[config.mk]
export PLATFORM = sky130hd
export DESIGN_NAME = risk_seq_flat
export DESIGN_NICKNAME = d
export VERILOG_FILES = /design/src/rtl/risk_pkg.sv /design/src/rtl/risk_seq_if.sv /design/src/rtl/risk_seq_agen.sv /design/src/rtl/risk_seq.sv /design/src/flat_wrapper.sv
export SDC_FILE = /design/constraint.sdc
export NUM_CORES = 1
export LEC_CHECK = 0
export CAP_MARGIN = 20
export CORE_MARGIN = 2
export CORE_UTILIZATION = 40
export DETAILED_ROUTE_END_ITERATION = 8
export PLACE_DENSITY = 0.68
export REMOVE_ABC_BUFFERS = 1
export SLEW_MARGIN = 10
export SYNTH_ARGS = -nofsm -noshare
export SYNTH_HDL_FRONTEND = slang
export SYNTH_SLANG_ARGS = --single-unit
[constraint.sdc]
create_clock -name clk -period 2.35 [get_ports clk]
set_input_delay 0.235 -clock clk [delete_from_list [all_inputs] [get_ports clk]]
set_output_delay 0.235 -clock clk [all_outputs]
set_load 0.1 [all_outputs]
[src/rtl/risk_pkg.sv]
// Shared types and constants for the risk tile command sequencer.
// Covers the address widths, risk unit function codes, sequencer states and command opcodes.
package risk_pkg;

    localparam int RISK_LOGCNT = 5;
    localparam int RISK_AW     = 10 + RISK_LOGCNT;
    localparam int RISK_SW     = RISK_AW - 1;

    typedef enum logic [2:0] {
        LOAD  = 3'b000,
        STORE = 3'b001,
        ZERO  = 3'b010,
        NOP   = 3'b111
    } risk_func_e;

    typedef enum logic [2:0] {
        IDLE,
        SETUP,
        ISSUE,
        HOLD,
        NEXT,
        DONE
    } seq_state_e;

    typedef enum logic [1:0] {
        OP_LOAD  = 2'd0,
        OP_STORE = 2'd1,
        OP_ZERO  = 2'd2,
        OP_RSVD  = 2'd3
    } cmd_op_e;

    // The reserved opcode still walks the grid but never touches the risk unit.
    function automatic risk_func_e op_to_func(input cmd_op_e op);
        case (op)
            OP_LOAD:  return LOAD;
            OP_STORE: return STORE;
            OP_ZERO:  return ZERO;
            default:  return NOP;
        endcase
    endfunction

endpackage

[src/rtl/risk_seq_if.sv]
// Command bus from the scalar core plus the control outputs toward the risk unit.
// The master modport is the command issuer; the slave modport is the sequencer.
interface risk_seq_if
    import risk_pkg::*;
#(
    parameter int AW     = RISK_AW,
    parameter int SW     = RISK_SW,
    parameter int NREG_W = 5
);

    logic              cmd_valid;
    logic              cmd_ready;
    logic [1:0]        cmd_op;
    logic [NREG_W-1:0] cmd_reg;
    logic [AW-1:0]     cmd_base;
    logic [SW-1:0]     cmd_stride_x;
    logic [SW-1:0]     cmd_stride_y;
    logic [AW-1:0]     cmd_pitch_x;
    logic [AW-1:0]     cmd_pitch_y;
    logic [3:0]        cmd_nx;
    logic [3:0]        cmd_ny;

    logic [2:0]        risk_func;
    logic [NREG_W-1:0] risk_reg;
    logic [AW-1:0]     risk_addr;
    logic [SW-1:0]     risk_stride_x;
    logic [SW-1:0]     risk_stride_y;
    logic              busy;
    logic              done;

    modport master (
        output cmd_valid, cmd_op, cmd_reg, cmd_base, cmd_stride_x, cmd_stride_y,
               cmd_pitch_x, cmd_pitch_y, cmd_nx, cmd_ny,
        input  cmd_ready, risk_func, risk_reg, risk_addr, risk_stride_x, risk_stride_y,
               busy, done
    );

    modport slave (
        input  cmd_valid, cmd_op, cmd_reg, cmd_base, cmd_stride_x, cmd_stride_y,
               cmd_pitch_x, cmd_pitch_y, cmd_nx, cmd_ny,
        output cmd_ready, risk_func, risk_reg, risk_addr, risk_stride_x, risk_stride_y,
               busy, done
    );

endinterface

[src/rtl/risk_seq_agen.sv]
// Tile-grid walker: keeps tile/row addresses, tile counters and register index.
// It loads on command accept and steps once per advance strobe.
module risk_seq_agen
    import risk_pkg::*;
#(
    parameter int AW     = RISK_AW,
    parameter int NREG_W = 5
) (
    input  logic              clk,
    input  logic              resetn,
    input  logic              i_load,
    input  logic              i_advance,
    input  logic [AW-1:0]     i_base,
    input  logic [AW-1:0]     i_pitch_x,
    input  logic [AW-1:0]     i_pitch_y,
    input  logic [3:0]        i_nx,
    input  logic [3:0]        i_ny,
    input  logic [NREG_W-1:0] i_reg,
    output logic [AW-1:0]     o_tile_addr,
    output logic [NREG_W-1:0] o_reg_idx,
    output logic              o_last
);

    logic [AW-1:0]     r_pitch_x;
    logic [AW-1:0]     r_pitch_y;
    logic [3:0]        r_nx;
    logic [3:0]        r_ny;
    logic [3:0]        r_tx;
    logic [3:0]        r_ty;
    logic [AW-1:0]     r_row_base;
    logic [AW-1:0]     r_tile_addr;
    logic [NREG_W-1:0] r_reg_idx;

    logic [AW-1:0]     w_row_next;
    logic              w_last;

    assign w_row_next = r_row_base + r_pitch_y;
    assign w_last     = (r_tx == r_nx) && (r_ty == r_ny);

    always_ff @(posedge clk or negedge resetn) begin
        if (!resetn) begin
            r_pitch_x   <= '0;
            r_pitch_y   <= '0;
            r_nx        <= '0;
            r_ny        <= '0;
            r_tx        <= '0;
            r_ty        <= '0;
            r_row_base  <= '0;
            r_tile_addr <= '0;
            r_reg_idx   <= '0;
        end else if (i_load) begin
            r_pitch_x   <= i_pitch_x;
            r_pitch_y   <= i_pitch_y;
            r_nx        <= i_nx;
            r_ny        <= i_ny;
            r_tx        <= '0;
            r_ty        <= '0;
            r_row_base  <= i_base;
            r_tile_addr <= i_base;
            r_reg_idx   <= i_reg;
        end else if (i_advance && !w_last) begin
            r_reg_idx <= r_reg_idx + NREG_W'(1);
            // tx never exceeds nx, so "not equal" is the same as "less than".
            if (r_tx != r_nx) begin
                r_tx        <= r_tx + 4'(1);
                r_tile_addr <= r_tile_addr + r_pitch_x;
            end else begin
                r_tx        <= '0;
                r_ty        <= r_ty + 4'(1);
                r_row_base  <= w_row_next;
                r_tile_addr <= w_row_next;
            end
        end
    end

    assign o_tile_addr = r_tile_addr;
    assign o_reg_idx   = r_reg_idx;
    assign o_last      = w_last;

endmodule

[src/rtl/risk_seq.sv]
// Risk unit command sequencer: accepts a 2D tile-grid transfer and issues one
// load/store/zero per tile, holding the address stable LAT cycles either side.
module risk_seq
    import risk_pkg::*;
#(
    parameter int LOGCNT = RISK_LOGCNT,
    parameter int LAT    = 4,
    parameter int NREG_W = 5
) (
    input  logic     clk,
    input  logic     resetn,
    risk_seq_if.slave bus
);

    localparam int AW = 10 + LOGCNT;
    localparam int SW = AW - 1;
    localparam int CW = (LAT > 1) ? $clog2(LAT) : 1;
    localparam logic [CW-1:0] CNT_INIT = CW'(LAT - 1);

    seq_state_e        r_state;
    logic [CW-1:0]     r_cnt;
    cmd_op_e           r_op;
    risk_func_e        r_func;
    logic [NREG_W-1:0] r_reg;
    logic [SW-1:0]     r_stride_x;
    logic [SW-1:0]     r_stride_y;
    logic              r_busy;
    logic              r_done;
    logic              r_ready;

    logic              w_accept;
    logic              w_advance;
    logic [AW-1:0]     w_tile_addr;
    logic [NREG_W-1:0] w_reg_idx;
    logic              w_last;

    assign w_accept  = (r_state == IDLE) && r_ready && bus.cmd_valid;
    assign w_advance = (r_state == NEXT);

    risk_seq_agen #(
        .AW     (AW),
        .NREG_W (NREG_W)
    ) u_agen (
        .clk         (clk),
        .resetn      (resetn),
        .i_load      (w_accept),
        .i_advance   (w_advance),
        .i_base      (bus.cmd_base),
        .i_pitch_x   (bus.cmd_pitch_x),
        .i_pitch_y   (bus.cmd_pitch_y),
        .i_nx        (bus.cmd_nx),
        .i_ny        (bus.cmd_ny),
        .i_reg       (bus.cmd_reg),
        .o_tile_addr (w_tile_addr),
        .o_reg_idx   (w_reg_idx),
        .o_last      (w_last)
    );

    always_ff @(posedge clk or negedge resetn) begin
        if (!resetn) begin
            r_state    <= IDLE;
            r_cnt      <= '0;
            r_op       <= OP_LOAD;
            r_func     <= NOP;
            r_reg      <= '0;
            r_stride_x <= '0;
            r_stride_y <= '0;
            r_busy     <= 1'b0;
            r_done     <= 1'b0;
            r_ready    <= 1'b1;
        end else begin
            case (r_state)
                IDLE: begin
                    if (w_accept) begin
                        r_op       <= cmd_op_e'(bus.cmd_op);
                        r_stride_x <= bus.cmd_stride_x;
                        r_stride_y <= bus.cmd_stride_y;
                        r_ready    <= 1'b0;
                        r_busy     <= 1'b1;
                        r_cnt      <= CNT_INIT;
                        r_state    <= SETUP;
                    end
                end
                SETUP: begin
                    if (r_cnt == '0) begin
                        r_func  <= op_to_func(r_op);
                        r_reg   <= w_reg_idx;
                        r_state <= ISSUE;
                    end else begin
                        r_cnt <= r_cnt - CW'(1);
                    end
                end
                ISSUE: begin
                    r_func  <= NOP;
                    r_cnt   <= CNT_INIT;
                    r_state <= HOLD;
                end
                HOLD: begin
                    if (r_cnt == '0) begin
                        r_state <= NEXT;
                    end else begin
                        r_cnt <= r_cnt - CW'(1);
                    end
                end
                NEXT: begin
                    if (w_last) begin
                        r_done  <= 1'b1;
                        r_state <= DONE;
                    end else begin
                        r_cnt   <= CNT_INIT;
                        r_state <= SETUP;
                    end
                end
                DONE: begin
                    r_done  <= 1'b0;
                    r_busy  <= 1'b0;
                    r_ready <= 1'b1;
                    r_state <= IDLE;
                end
                default: r_state <= IDLE;
            endcase
        end
    end

    // The address comes straight from the walker's tile register, which only moves after NEXT.
    assign bus.risk_addr     = w_tile_addr;
    assign bus.risk_func     = r_func;
    assign bus.risk_reg      = r_reg;
    assign bus.risk_stride_x = r_stride_x;
    assign bus.risk_stride_y = r_stride_y;
    assign bus.busy          = r_busy;
    assign bus.done          = r_done;
    assign bus.cmd_ready     = r_ready;

endmodule

[src/flat_wrapper.sv]
// flat-port wrapper written by rule: the top's interface ports become plain ports
module risk_seq_flat import risk_pkg::*;
#(
    parameter int LOGCNT = RISK_LOGCNT,
    parameter int LAT    = 4,
    parameter int NREG_W = 5
)
  (clk, resetn, bus_cmd_valid, bus_cmd_op, bus_cmd_reg, bus_cmd_base, bus_cmd_stride_x, bus_cmd_stride_y, bus_cmd_pitch_x, bus_cmd_pitch_y, bus_cmd_nx, bus_cmd_ny, bus_cmd_ready, bus_risk_func, bus_risk_reg, bus_risk_addr, bus_risk_stride_x, bus_risk_stride_y, bus_busy, bus_done);
  risk_seq_if #(.NREG_W(NREG_W)) bus_i ();
  input  logic clk;
  input  logic resetn;
  input wire logic [$bits(bus_i.cmd_valid)-1:0] bus_cmd_valid;
  input wire logic [$bits(bus_i.cmd_op)-1:0] bus_cmd_op;
  input wire logic [$bits(bus_i.cmd_reg)-1:0] bus_cmd_reg;
  input wire logic [$bits(bus_i.cmd_base)-1:0] bus_cmd_base;
  input wire logic [$bits(bus_i.cmd_stride_x)-1:0] bus_cmd_stride_x;
  input wire logic [$bits(bus_i.cmd_stride_y)-1:0] bus_cmd_stride_y;
  input wire logic [$bits(bus_i.cmd_pitch_x)-1:0] bus_cmd_pitch_x;
  input wire logic [$bits(bus_i.cmd_pitch_y)-1:0] bus_cmd_pitch_y;
  input wire logic [$bits(bus_i.cmd_nx)-1:0] bus_cmd_nx;
  input wire logic [$bits(bus_i.cmd_ny)-1:0] bus_cmd_ny;
  output wire logic [$bits(bus_i.cmd_ready)-1:0] bus_cmd_ready;
  output wire logic [$bits(bus_i.risk_func)-1:0] bus_risk_func;
  output wire logic [$bits(bus_i.risk_reg)-1:0] bus_risk_reg;
  output wire logic [$bits(bus_i.risk_addr)-1:0] bus_risk_addr;
  output wire logic [$bits(bus_i.risk_stride_x)-1:0] bus_risk_stride_x;
  output wire logic [$bits(bus_i.risk_stride_y)-1:0] bus_risk_stride_y;
  output wire logic [$bits(bus_i.busy)-1:0] bus_busy;
  output wire logic [$bits(bus_i.done)-1:0] bus_done;
  assign bus_i.cmd_valid = bus_cmd_valid;
  assign bus_i.cmd_op = bus_cmd_op;
  assign bus_i.cmd_reg = bus_cmd_reg;
  assign bus_i.cmd_base = bus_cmd_base;
  assign bus_i.cmd_stride_x = bus_cmd_stride_x;
  assign bus_i.cmd_stride_y = bus_cmd_stride_y;
  assign bus_i.cmd_pitch_x = bus_cmd_pitch_x;
  assign bus_i.cmd_pitch_y = bus_cmd_pitch_y;
  assign bus_i.cmd_nx = bus_cmd_nx;
  assign bus_i.cmd_ny = bus_cmd_ny;
  assign bus_cmd_ready = bus_i.cmd_ready;
  assign bus_risk_func = bus_i.risk_func;
  assign bus_risk_reg = bus_i.risk_reg;
  assign bus_risk_addr = bus_i.risk_addr;
  assign bus_risk_stride_x = bus_i.risk_stride_x;
  assign bus_risk_stride_y = bus_i.risk_stride_y;
  assign bus_busy = bus_i.busy;
  assign bus_done = bus_i.done;
  risk_seq #(.LOGCNT(LOGCNT), .LAT(LAT), .NREG_W(NREG_W)) u_core (.clk(clk), .resetn(resetn), .bus(bus_i));
endmodule
After elaboration in Yosys (flattened, before gate mapping)

Index checks and enable logic that the tools add are counted.
Widths: inputs -> output; s select.

Flip-flop bits (word level): 127
Output and inout bits: 54
Word-level logic and storage cells: 96

Add/sub/neg operators: 6
Equal/unequal tests: 17
Multiplexer cells: 32
Reduce and logical (&&, ||, !) cells: 22

Operator list:

| kind                | number |
|---|---|
| $mux 15             | 6 |
| $add 15x15->15      | 2 |
| $mux 4              | 6 |
| $mux 3              | 5 |
| $pmux 3 s5          | 1 |
| $reduce_and 2->1    | 6 |
| $mux 5              | 2 |
| $pmux 3 s3          | 1 |
| $add 4x1->4 const B | 2 |
| $eq 4x4->1          | 2 |
| $ne 2x2->1 const B  | 4 |
| $pmux 2 s4          | 1 |
| $reduce_bool 2->1   | 4 |
| $eq 3x2->1 const B  | 2 |
| $eq 3x3->1 const B  | 2 |
| $mux 2              | 3 |
| $ne 2x1->1 const B  | 3 |
| $pmux 1 s2          | 3 |
| $pmux 3 s2          | 1 |
| $add 5x1->5 const B | 1 |
| $logic_and 1x1->1   | 4 |
| $logic_not 2->1     | 2 |
| $ne 4x4->1          | 1 |
| $reduce_and 4->1    | 1 |
| other kinds (10)    | 12 |

Logic depth before layout (Yosys ltp)

Depth after elaboration: 6
Depth in mapped cells: 11

Modules after synthesis

Synthesis repeated with hierarchy kept, for this count alone.

Cells, all modules: 633
Area total of the unflattened synthesis: 6,820.3 um^2

By module, submodules not included:

| module        | instances | cells an instance | area an instance (um^2) | seq. area each (um^2) |
|---|---|---|---|---|
| risk_seq_agen | 1         | 501               | 4,912.2                 | 2,026.9 |
| risk_seq      | 1         | 132               | 1,908.1                 | 1,156.1 |

Worst setup path after synthesis

Ideal clock, no wire load.

Path kind: flip-flop to flip-flop
From: reg u_core.u_agen.r_tile_addr[0], in the netlist u_core.u_agen.o_tile_addr[0]
To: reg u_core.u_agen.r_tile_addr[14], in the netlist u_core.u_agen.o_tile_addr[14]
Setup time: 0.123 ns
Arrival time: 2.863 ns
Setup slack: -0.635 ns
Stages on the path, launching flop included: 12
Path buffers: 0
Period minus slack after synthesis: 2.985 ns
Cell sequence: dfrtp_1 > ha_1 > inv_1 > fa_1 > nor2b_1 > nor3_1 > o21ai_1 > a31oi_1 > o311ai_1 > xnor2_1 > a221oi_2 > nor2_1

Word-level cells in the longest chain between the ends: 4

RTL lines:

| item                     | line                | text |
|---|---|---|
| start: declaration       | risk_seq_agen.sv:31 | `logic [AW-1:0] r_tile_addr;` |
| start signal: assignment | risk_seq_agen.sv:59 | `r_tile_addr <= i_base;` |
| start signal: assignment | risk_seq_agen.sv:66 | `r_tile_addr <= r_tile_addr + r_pitch_x;` |
| start signal: assignment | risk_seq_agen.sv:71 | `r_tile_addr <= w_row_next;` |
| $add 15x15->15           | risk_seq_agen.sv:66 |  |
| $mux 15                  | risk_seq_agen.sv:64 | `if (r_tx != r_nx) begin` |
| $mux 15                  | risk_seq_agen.sv:61 | `end else if (i_advance && !w_last) begin` |
| $mux 15                  | risk_seq_agen.sv:51 | `end else if (i_load) begin` |

Every way passes these cells. The select of a mux whose other input is x is not followed.
A chain may end at the register's enable or synchronous reset.

Worst setup path in the final report

From: reg u_core.u_agen.r_pitch_y[0]
To: reg u_core.u_agen.r_tile_addr[14], in the netlist u_core.u_agen.o_tile_addr[14]

Word-level cells in the longest chain between the ends: 4

RTL lines:

| item                     | line                | text |
|---|---|---|
| start: declaration       | risk_seq_agen.sv:25 | `logic [AW-1:0] r_pitch_y;` |
| start signal: assignment | risk_seq_agen.sv:53 | `r_pitch_y <= i_pitch_y;` |
| $add 15x15->15           | risk_seq_agen.sv:37 | `assign w_row_next = r_row_base + r_pitch_y;` |
| $mux 15                  | risk_seq_agen.sv:64 |  |
| $mux 15                  | risk_seq_agen.sv:61 |  |
| $mux 15                  | risk_seq_agen.sv:51 |  |

Every way passes these cells. The select of a mux whose other input is x is not followed.

==> impl_summary.md <==
Timing
The count of final setup violators is 7. The share of the cycle needed by the critical path after routing is 107%. The hold violation count in the final report is 0. The number of pins with negative max-slew slack in the final report came to 0.

The worst slew margin relative to its limit is 68.5%. The post-layout worst setup margin is -154 ps. Based on the critical path, the design can be clocked at up to 399 MHz.

Setup repair after global routing could not meet its margin everywhere. The shortest clock period the worst path allows after layout is 2500 ps. The final setup skew is 8.63 ps. For the pin with the worst max-slew slack, the measured transition is 469 ps.

Clock tree
Clock latency on the worst-skew pair, taken at its later pin, is 420 ps. The H-tree depth is 4. TritonCTS built the clock tree. The worst-case clock buffer depth is 2.

The tree is rooted in a clkbuf_16. The sink count of the clock tree is 127. The number of buffers created by CTS is 17. After clock tree synthesis, the clock-pin slew on the worst setup and hold paths is 60 ps.

Cells and area
The library cells used most frequently in the layout, excluding fill and tap cells, are nand2_1 (249), dfrtp_1 (123), buf_4 (96). 0 antenna diodes ended up in the layout. The finished cells cover 0.00931 mm2. Cells fill 56.5% of the core in the end. Cells with a size suffix above 1 make up 20.0% of the layout. The most frequent standard cell in the layout excluding fill and tap cells is nand2_1. Relative to the synthesized area, the layout overhead comes to 39.1%. The number of nets in the layout is 1,056.

Floorplanning
The number of top-level pins is 145. The initial utilization of the core area, before any placement, comes to 40.6%. The die covers 0.0178 mm2. In this run the horizontal extent of the chip is 133 um. From bottom edge to top edge, the die measures 133 um. The number of placement rows is 47. The area of the core region is 0.0165 mm2.

Run
The max-cap check violation count is 0.

Placed design
The HPWL after detailed placement is 12,000 um. The placed instance area is 0.00848 mm2. Routability-driven placement finished with a final weighted congestion of 0.865. The number of buffer cells added on primary ports is 144.

Outcome
The flow ran to the end, but the final reports show violations. The final reports fail on negative setup slack.

Critical path
Across all register-to-register paths, the minimum setup slack is -150 ps. The required time at the worst-slack endpoint is 2650 ps. Of all nets on the critical path, the largest fanout is 3. The worst register-to-register path begins at u_core.u_agen.r_pitch_y[0]. Traced cell by cell, the critical path runs through ha_2 -> inv_2 -> fa_2 -> nor2b_2 -> o31a_1 -> o41ai_4 -> or4_1 -> nand3_2 -> xor2_2 -> a221oi_2 -> nor2_1. STA classifies the critical path startpoint as a register. The peak per-stage delay on the critical path is 430 ps. The largest individual stage delay along the critical path comes from the cell or4_1. The signal arrival time at the worst endpoint is 2800 ps.

STA classifies the critical path endpoint as a register. The worst reg2reg path depth is 11. The worst setup path is of the register to register kind. The destination of the worst register-to-register timing path is u_core.u_agen.o_tile_addr[14].

Global routing
The wire length of the first global-routing pass is 28,500 um. For this run the aggregate overflow at the end of global routing stands at 0. The number of global-route vias before repair is 5,745. The global routing usage summed across all routing layers is 20.0%. The number of antenna violations at the first check in global routing was 1. The largest net degree at the start of global routing is 71.

Drt
Detailed routing inserted a total of 5,821 vias. The count of nets left with antenna violations after detail routing is 0. In the routed layout, each cell is associated on average with a via count of 5.01. The post-route DRC violation count is 0. The first-pass detailed-route iteration total is 5.

After detailed routing, the average wire length per cell comes to 15.1 um. For this block, the routed nets add up to 17,600 um of wire. After the first detailed-routing iteration, the DRC count stood at 360.

Synthesis
The post-synthesis instance area is 0.00669 mm2. The proportion of synthesized flip-flops having asynchronous set or reset is 100%. By area the synthesized netlist is led by dfrtp_1 (46%), nand2_1 (14%), ha_1 (6.0%).

Summed over all instances, the cell type with the most area after synthesis is dfrtp_1. The number of synthesis warnings is 0. The share of the Yosys chip area taken by registers is 47.6%. Yosys mapped a number of flops with a built-in enable equal to 0. A synthesized cell averages 8.88 um2. The number of library cell types mapped by synthesis is 57. The dominant register cell in the synthesized netlist is dfrtp_1.

After synthesis, the largest area contributor takes up 46.0% of total cell area. The cell count after synthesis came out at 754. The number of synthesized register bits is 127.

Pwr
Power comes to 4.86 mW. The worst supply voltage drop on vdd is 0.492 mV. The cell leakage power is 4.39 nW. The power density over the cells is 522 mW/mm2.

Worst hold path
The kind of path behind the tightest hold check is primary input to asynchronous set/reset pin.
-- cells in the mapped netlist, types with 3 or more instances --
library cell    n
clkbuf_1       21
o21ai_1        10
o211ai_1        4
nor3_1         14
xnor2_1        16
a211oi_1        7
nand3_1         8
and2_1          4
o22ai_1         8
mux2_2          5
o21a_1          3
a21o_1          8
buf_2           6
dfstp_2         4
inv_1          12
nor2_1         49
mux2i_1        12
dfrtp_1       123
a221oi_1        3
o21ai_0        30
nand3b_1        4
a31oi_1         7
nor2b_1        12
buf_1           3
o31ai_1         4
nand4_1         5
nor4_2          3
nand2_1       250
a21oi_1        34
ha_1           32
xor2_1         23
-- layer usage --
| metal | GRT usage (%) | up-vias | wire [um] |
|---|---|---|---|
| met5 | 0 | - | 13 |
| met4 | 5.61 | 2 | 172 |
| met3 | 5.63 | 15 | 1030 |
| met2 | 31.1 | 155 | 8050 |
| met1 | 27.6 | 2745 | 8300 |
| li1 | - | 2904 | - |
-- critical path, delay by kind of cell, from the launching register on --
family	cells	cell delay, ps
AO/OA/AOI/OAI	3	580
XOR/XNOR	1	90
adder cells (fa/ha/maj)	2	540
buffers and inverters	1	40
flip-flops	1	360
AND/OR/NAND/NOR	4	770
-- logic make-up (layout without fill, tap and decap cells) --
logic type	count (synthesis)	after routing	synth area share (%)
compound gates	134	134	12.8
xor+xnor	39	39	5.10
fa+ha+maj	34	34	6.58
buf+inv	44	233	2.75
flops	127	127	47.6
mux	17	17	2.64
simple gates	359	359	22.5
-- worst max path at each step --
stage,cells after the start,to,startpoint,slack [ps]
floorplan,5,u_core.u_agen.o_tile_addr[8],u_core.bus.cmd_ready,-2890
global placement,11,u_core.u_agen.o_tile_addr[14],u_core.u_agen.r_pitch_y[0],-140
detailed placement,11,u_core.u_agen.o_tile_addr[14],u_core.u_agen.r_pitch_y[0],-200
CTS,11,u_core.u_agen.o_tile_addr[14],u_core.u_agen.r_pitch_y[0],-140
global route,11,u_core.u_agen.o_tile_addr[14],u_core.u_agen.r_pitch_y[0],-250
finish,11,u_core.u_agen.o_tile_addr[14],u_core.u_agen.r_pitch_y[0],-150
-- layout make-up --
class,count,area (um2)
clock buffers,18,429
clock inverters,13,119
fillers,1521,7160
inverters,12,45.0
multi-input cells,583,3560
flip-flops and latches,127,3180
well taps,220,275
repair buffers,190,1690
-- what timing repair did --
action | 4_1_cts | 5_1_grt
gates cloned | 0 | 0
pin swaps | 16 | 15
hold buffers | 1 | 0
buffers inserted | 2 | 7
endpoints found under the setup margin | 10 | 14
resized for setup | 22 | 16
hold endpoints to repair | 36 | 0
-- where the power goes --
group | leakage, nW | switching [mW] | total, mW | internal, mW
clock | 0.258 | 1.02 | 2.47 | 1.45
combinational | 2.54 | 0.0670 | 0.205 | 0.138
sequential | 1.58 | 0 | 2.19 | 2.19
total | 4.39 | 1.09 | 4.86 | 3.77
-- per-stage QoR --
| step | setup WS, ps | cells | hold WS (ps) | TNS (ps) |
|---|---|---|---|---|
| after detailed placement | -199 | 1122 | 172 | -1000 |
| after CTS | -141 | 1156 | 289 | -467 |
| after global placement | -143 | 1122 | 165 | -453 |
| final | -154 | 1163 | 283 | -516 |
| after floorplan | -2890 | 722 | -60.6 | -247450 |
| after global routing | -250 | 1163 | 321 | -1590 |
(Power assumes the default switching activity.)
